<file path="config.mk">
export PLATFORM = sky130hd
export DESIGN_NAME = count_sequencer
export DESIGN_NICKNAME = d
export VERILOG_FILES = /design/src/rtl/count_sequencer.sv
export SDC_FILE = /design/constraint.sdc
export NUM_CORES = 1
export LEC_CHECK = 0
export ABC_AREA = 1
export BUFFER_PORTS_ARGS = -buffer_cell sky130_fd_sc_hd__clkbuf_2
export CAP_MARGIN = 30
export CELL_PAD_IN_SITES_DETAIL_PLACEMENT = 1
export CELL_PAD_IN_SITES_GLOBAL_PLACEMENT = 2
export CORE_MARGIN = 10
export CORE_UTILIZATION = 27
export CTS_BUF_LIST = sky130_fd_sc_hd__clkbuf_16
export CTS_CLUSTER_DIAMETER = 60
export DETAILED_ROUTE_END_ITERATION = 8
export GPL_TIMING_DRIVEN = 0
export HOLD_SLACK_MARGIN = 0.12
export PLACE_DENSITY_LB_ADDON = 0.1
export SLEW_MARGIN = 20
export SYNTH_ARGS = -nofsm -noshare
export SYNTH_HDL_FRONTEND = slang
export SYNTH_SLANG_ARGS = --single-unit
export TNS_END_PERCENT = 100
</file>
<file path="constraint.sdc">
create_clock -name clk -period 2.2 [get_ports clk]
set_clock_uncertainty 0.15 [all_clocks]
set_input_delay 0.11 -clock clk [delete_from_list [all_inputs] [get_ports clk]]
set_output_delay 0.11 -clock clk [all_outputs]
set_load 0.02 [all_outputs]
</file>
<file path="src/rtl/count_sequencer.sv">
// ---------------------------------------------------------------------------
// count_sequencer
//
// Start/stop/hold controlled up-counter with one-shot or auto-restart modes.
// A sequence counts 0..limit_q, pulses done for one cycle on reaching the
// terminal value, then either parks in DONE (one-shot) or wraps to 0 and keeps
// running (periodic). limit and periodic are captured only on an accepted
// start, so they may change freely while a sequence is in progress.
//
// Parameters
//   NBITS     counter width in bits
//
// Ports
//   clk       clock, rising edge active
//   rst       asynchronous active-low reset
//   start     level request to begin a sequence (IDLE or DONE only)
//   stop      level abort back to IDLE, highest priority
//   hold      level pause of a running sequence
//   periodic  1 = auto-restart at limit, 0 = one-shot; sampled with start
//   limit     terminal count; sampled with start
//   count     registered counter value
//   cnt_ena   combinational strobe: count advances/wraps on the next edge
//   busy      high in RUN or HOLD
//   done      registered one-cycle terminal-count pulse
//   state     encoded FSM state (IDLE=00, RUN=01, HOLD=10, DONE=11)
// ---------------------------------------------------------------------------
module count_sequencer #(
    parameter int unsigned NBITS = 4
) (
    input  logic             clk,
    input  logic             rst,
    input  logic             start,
    input  logic             stop,
    input  logic             hold,
    input  logic             periodic,
    input  logic [NBITS-1:0] limit,
    output logic [NBITS-1:0] count,
    output logic             cnt_ena,
    output logic             busy,
    output logic             done,
    output logic [1:0]       state
);

    localparam logic [1:0] StIdle = 2'b00;
    localparam logic [1:0] StRun  = 2'b01;
    localparam logic [1:0] StHold = 2'b10;
    localparam logic [1:0] StDone = 2'b11;

    logic [1:0]       state_q, state_d;
    logic [NBITS-1:0] count_q, count_d;
    logic [NBITS-1:0] limit_q, limit_d;
    logic             mode_q,  mode_d;
    logic             done_q,  done_d;

    logic             at_limit;

    assign at_limit = (count_q == limit_q);
    assign cnt_ena  = (state_q == StRun) && !hold && !stop;

    always_comb begin
        state_d = state_q;
        count_d = count_q;
        limit_d = limit_q;
        mode_d  = mode_q;
        done_d  = 1'b0;

        if (stop) begin
            // Abort wins over start, hold and terminal count in every state.
            state_d = StIdle;
            count_d = '0;
        end else begin
            unique case (state_q)
                StIdle, StDone: begin
                    if (start) begin
                        state_d = StRun;
                        count_d = '0;
                        limit_d = limit;
                        mode_d  = periodic;
                    end
                end
                StRun: begin
                    if (hold) begin
                        state_d = StHold;
                    end else if (at_limit) begin
                        done_d = 1'b1;
                        if (mode_q) begin
                            count_d = '0;
                        end else begin
                            state_d = StDone;
                        end
                    end else begin
                        count_d = count_q + 1'b1;
                    end
                end
                StHold: begin
                    // The release edge only re-enters RUN; counting resumes after.
                    if (!hold) begin
                        state_d = StRun;
                    end
                end
                default: begin
                    state_d = StIdle;
                    count_d = '0;
                end
            endcase
        end
    end

    always_ff @(posedge clk or negedge rst) begin
        if (!rst) begin
            state_q <= StIdle;
            count_q <= '0;
            limit_q <= '0;
            mode_q  <= 1'b0;
            done_q  <= 1'b0;
        end else begin
            state_q <= state_d;
            count_q <= count_d;
            limit_q <= limit_d;
            mode_q  <= mode_d;
            done_q  <= done_d;
        end
    end

    assign count = count_q;
    assign done  = done_q;
    assign state = state_q;
    assign busy  = (state_q == StRun) || (state_q == StHold);

endmodule

</file>
==> qor.csv <==
metric,value,unit
post-synth design cell area,732,um2
Worst Hold Margin,0.153,ns
"most common cell after layout, fill and taps aside",sky130_fd_sc_hd__nand2_1,
power density of the placed cells,1210,nW/um2
Cell Rows,18,
unrepaired setup endpoints after global routing,false,
Max Root-Sink Buffers,2,
average wire per standard cell,12.5,um
cell type with the highest aggregate area in the netlist,sky130_fd_sc_hd__dfrtp_1,
vias per std cell,4.66,
Starting DRT DRC Count,23,
Die Outline Area,5190,um2
type of origin of the critical path,flop,
insertion delay of the later-clocked pin in the worst-skew pair,0.24,ns
number of max-slew violations in the final report,0,
clock buffers created by TritonCTS,3,
Clock H-tree levels,1,
PortBufs,18,
number of antenna violations at the first check in global routing,0,
gr usage total,8.69,%
Detailed Place HPWL,1.56,mm
routed wire length,1.98,mm
final sum of negative setup slack,0,ns
first-pass GRT wire length,3.67,mm
YS warnings,0,
total setup buffers inserted after CTS,0,
post-synthesis area per instance,7.47,um2
largest driver fanout on the critical path,6,
MaxCap Viol Count,0,
classification of the worst setup path,flop to flop,
clock-pin slew reported for the worst setup and hold paths after clock tree synthesis,0.04,ns
final setup violating endpoints,0,
Yosys top cell area share,41.0,%
residual DRC count,0,
largest net degree at the start of global routing,13,
worst min path class,input port to asynchronous set/reset pin,
horizontal die dimension,72.1,um
residual overflow from global routing,0,
Area growth syn-to-layout,40.5,%
number of nets in the synthesized netlist,111,
share of synthesized area occupied by flip-flops and latches,41.0,%
Filler Cell Count,313,
total of flip-flops plus latches after synthesis,12,
standard cell core area,2520,um2
Fmax,538,MHz
period utilization,84.5,%
initial standard-cell utilization of the core,29.0,%
most area-consuming cells after synthesis,"sky130_fd_sc_hd__dfrtp_1 41%, sky130_fd_sc_hd__nand2_1 14%, sky130_fd_sc_hd__inv_1 7.2%",
count of mapped cells out of synthesis,98,
Static Leakage,0.549,nW
final design utilization,40.8,%
Design Power,1.24,mW
vertical die dimension,72.1,um
n_diodes,0,
crit path time final,1.86,ns
number of detailed-routing iterations run before antenna repair,3,
worst supply voltage drop on vdd,0.000623,V
clock root buffer master,sky130_fd_sc_hd__clkbuf_16,
Tightest Pin Transition,0.438,ns
required time at the endpoint of the critical path,2.23,ns
final hold viol count,0,
Post-DRT Antenna Nets,0,
Final GP Congestion,0.728,
clock tree from TritonCTS,yes,
data arrival time of the critical path,1.89,ns
Final #Nets,143,
count of vias placed by the detailed router,741,
number of distinct library cells after synthesis,16,
sinks on the clock net,12,
category of the worst setup path capture point,flop,
"leading cell types in the layout, fill and taps excluded","28 x sky130_fd_sc_hd__nand2_1, 18 x sky130_fd_sc_hd__clkbuf_2, 14 x sky130_fd_sc_hd__inv_1",
ratio of cells with drive above 1 in the final layout,22.5,%
ports placed on the boundary,19,
vias in the first global route,850,
outcome,finished clean,
slack of the worst reg-to-reg path,0.34,ns
remaining max-slew budget at the tightest pin,70.7,%
## synth_stat cells
cell type,count
sky130_fd_sc_hd__inv_1,14
sky130_fd_sc_hd__nor3_1,2
sky130_fd_sc_hd__nand4_4,1
sky130_fd_sc_hd__ha_1,3
sky130_fd_sc_hd__o31ai_1,1
sky130_fd_sc_hd__o21ai_0,1
sky130_fd_sc_hd__nand2_2,4
sky130_fd_sc_hd__xor2_1,1
sky130_fd_sc_hd__nand2_1,28
sky130_fd_sc_hd__xnor2_1,1
sky130_fd_sc_hd__inv_2,1
sky130_fd_sc_hd__nand3_1,10
sky130_fd_sc_hd__nor2_4,2
sky130_fd_sc_hd__dfrtp_1,12
sky130_fd_sc_hd__a21oi_1,8
sky130_fd_sc_hd__nor2_1,9
## where the power goes
group          total (mW)  internal (mW)  switching (mW)  leakage (nW)
sequential          0.353          0.294          0.0593         0.149
combinational       0.554          0.181           0.374         0.362
clock               0.337          0.240          0.0978        0.0385
## final cells by class
| class | count | area [um2] | share of cell area (%) |
|---|---|---|---|
| multi-input cells | 71 | 375 | 36.5 |
| flip-flops and latches | 12 | 300 | 29.2 |
| repair buffers | 27 | 180 | 17.5 |
| clock buffers | 3 | 75.1 | 7.30 |
| inverters | 15 | 56.3 | 5.47 |
| well taps | 30 | 37.5 | 3.65 |
| clock inverters | 1 | 3.75 | 0.365 |
## state kept, by name, indices dropped and copies added (netlist names)
| name | cells |
|---|---|
| limit_q | 4 |
| count | 4 |
| done | 1 |
| mode_q | 1 |
| state | 2 |
## what timing repair did
| item | CTS | global route |
|---|---|---|
| hold buffers | 9 | 0 |
| endpoints found under the hold margin | 19 | 0 |
| gates resized for setup | 0 | 0 |
| endpoints found under the setup margin | 0 | 0 |
## logic make-up (layout without fill, tap and decap cells)
group	after synthesis	after routing	synth area share, %
AO/OA/AOI/OAI	10	10	7.18
buffers and inverters	15	46	7.69
flip-flops	12	12	41.0
AND/OR/NAND/NOR	56	56	36.6
adder cells (fa/ha/maj)	3	3	5.13
XOR/XNOR	2	2	2.39
## worst paths after layout
check | from | endpoint | cells past startpoint
max | count[2]$_DFFE_PN0P_ | done$_DFF_PN0_ | 7
min | rst | state[1]$_DFFE_PN0P_ | 2
max reg2reg | count[2]$_DFFE_PN0P_ | done$_DFF_PN0_ | 7
min reg2reg | state[0]$_DFFE_PN0P_ | state[0]$_DFFE_PN0P_ | 2
max in group asynchronous | rst | limit_q[3]$_DFFE_PN0P_ | 2
min in group clk | start | state[0]$_DFFE_PN0P_ | 5
## critical path, cell delays in order, from the launching register on
cell	delay, ns
sky130_fd_sc_hd__dfrtp_1	0.45
sky130_fd_sc_hd__inv_1	0.06
sky130_fd_sc_hd__nand2_1	0.07
sky130_fd_sc_hd__nand2_2	0.07
sky130_fd_sc_hd__nor2_4	0.17
sky130_fd_sc_hd__nand2_1	0.10
sky130_fd_sc_hd__nor3_1	0.15
sky130_fd_sc_hd__dlygate4sd3_1	0.58
## per-layer routing
layer | vias to the layer above | global-route usage, % | share of wire, %
li1 | 373 | - | -
met1 | 356 | 9.26 | 41
met2 | 10 | 14.9 | 54
met3 | 2 | 3.67 | 4.8
met4 | 0 | 3.23 | 0.66
met5 | - | 0 | 0
## metrics by stage
stage,area [um2],setup WS [ns],cells
final,1030,0.341,159
after global routing,1030,0.178,159
after CTS,1030,0.360,159
after detailed placement,860,0.374,146
after global placement,860,0.392,146
after floorplan,732,0.340,98
Note: power is estimated with default switching activity, not from simulation.
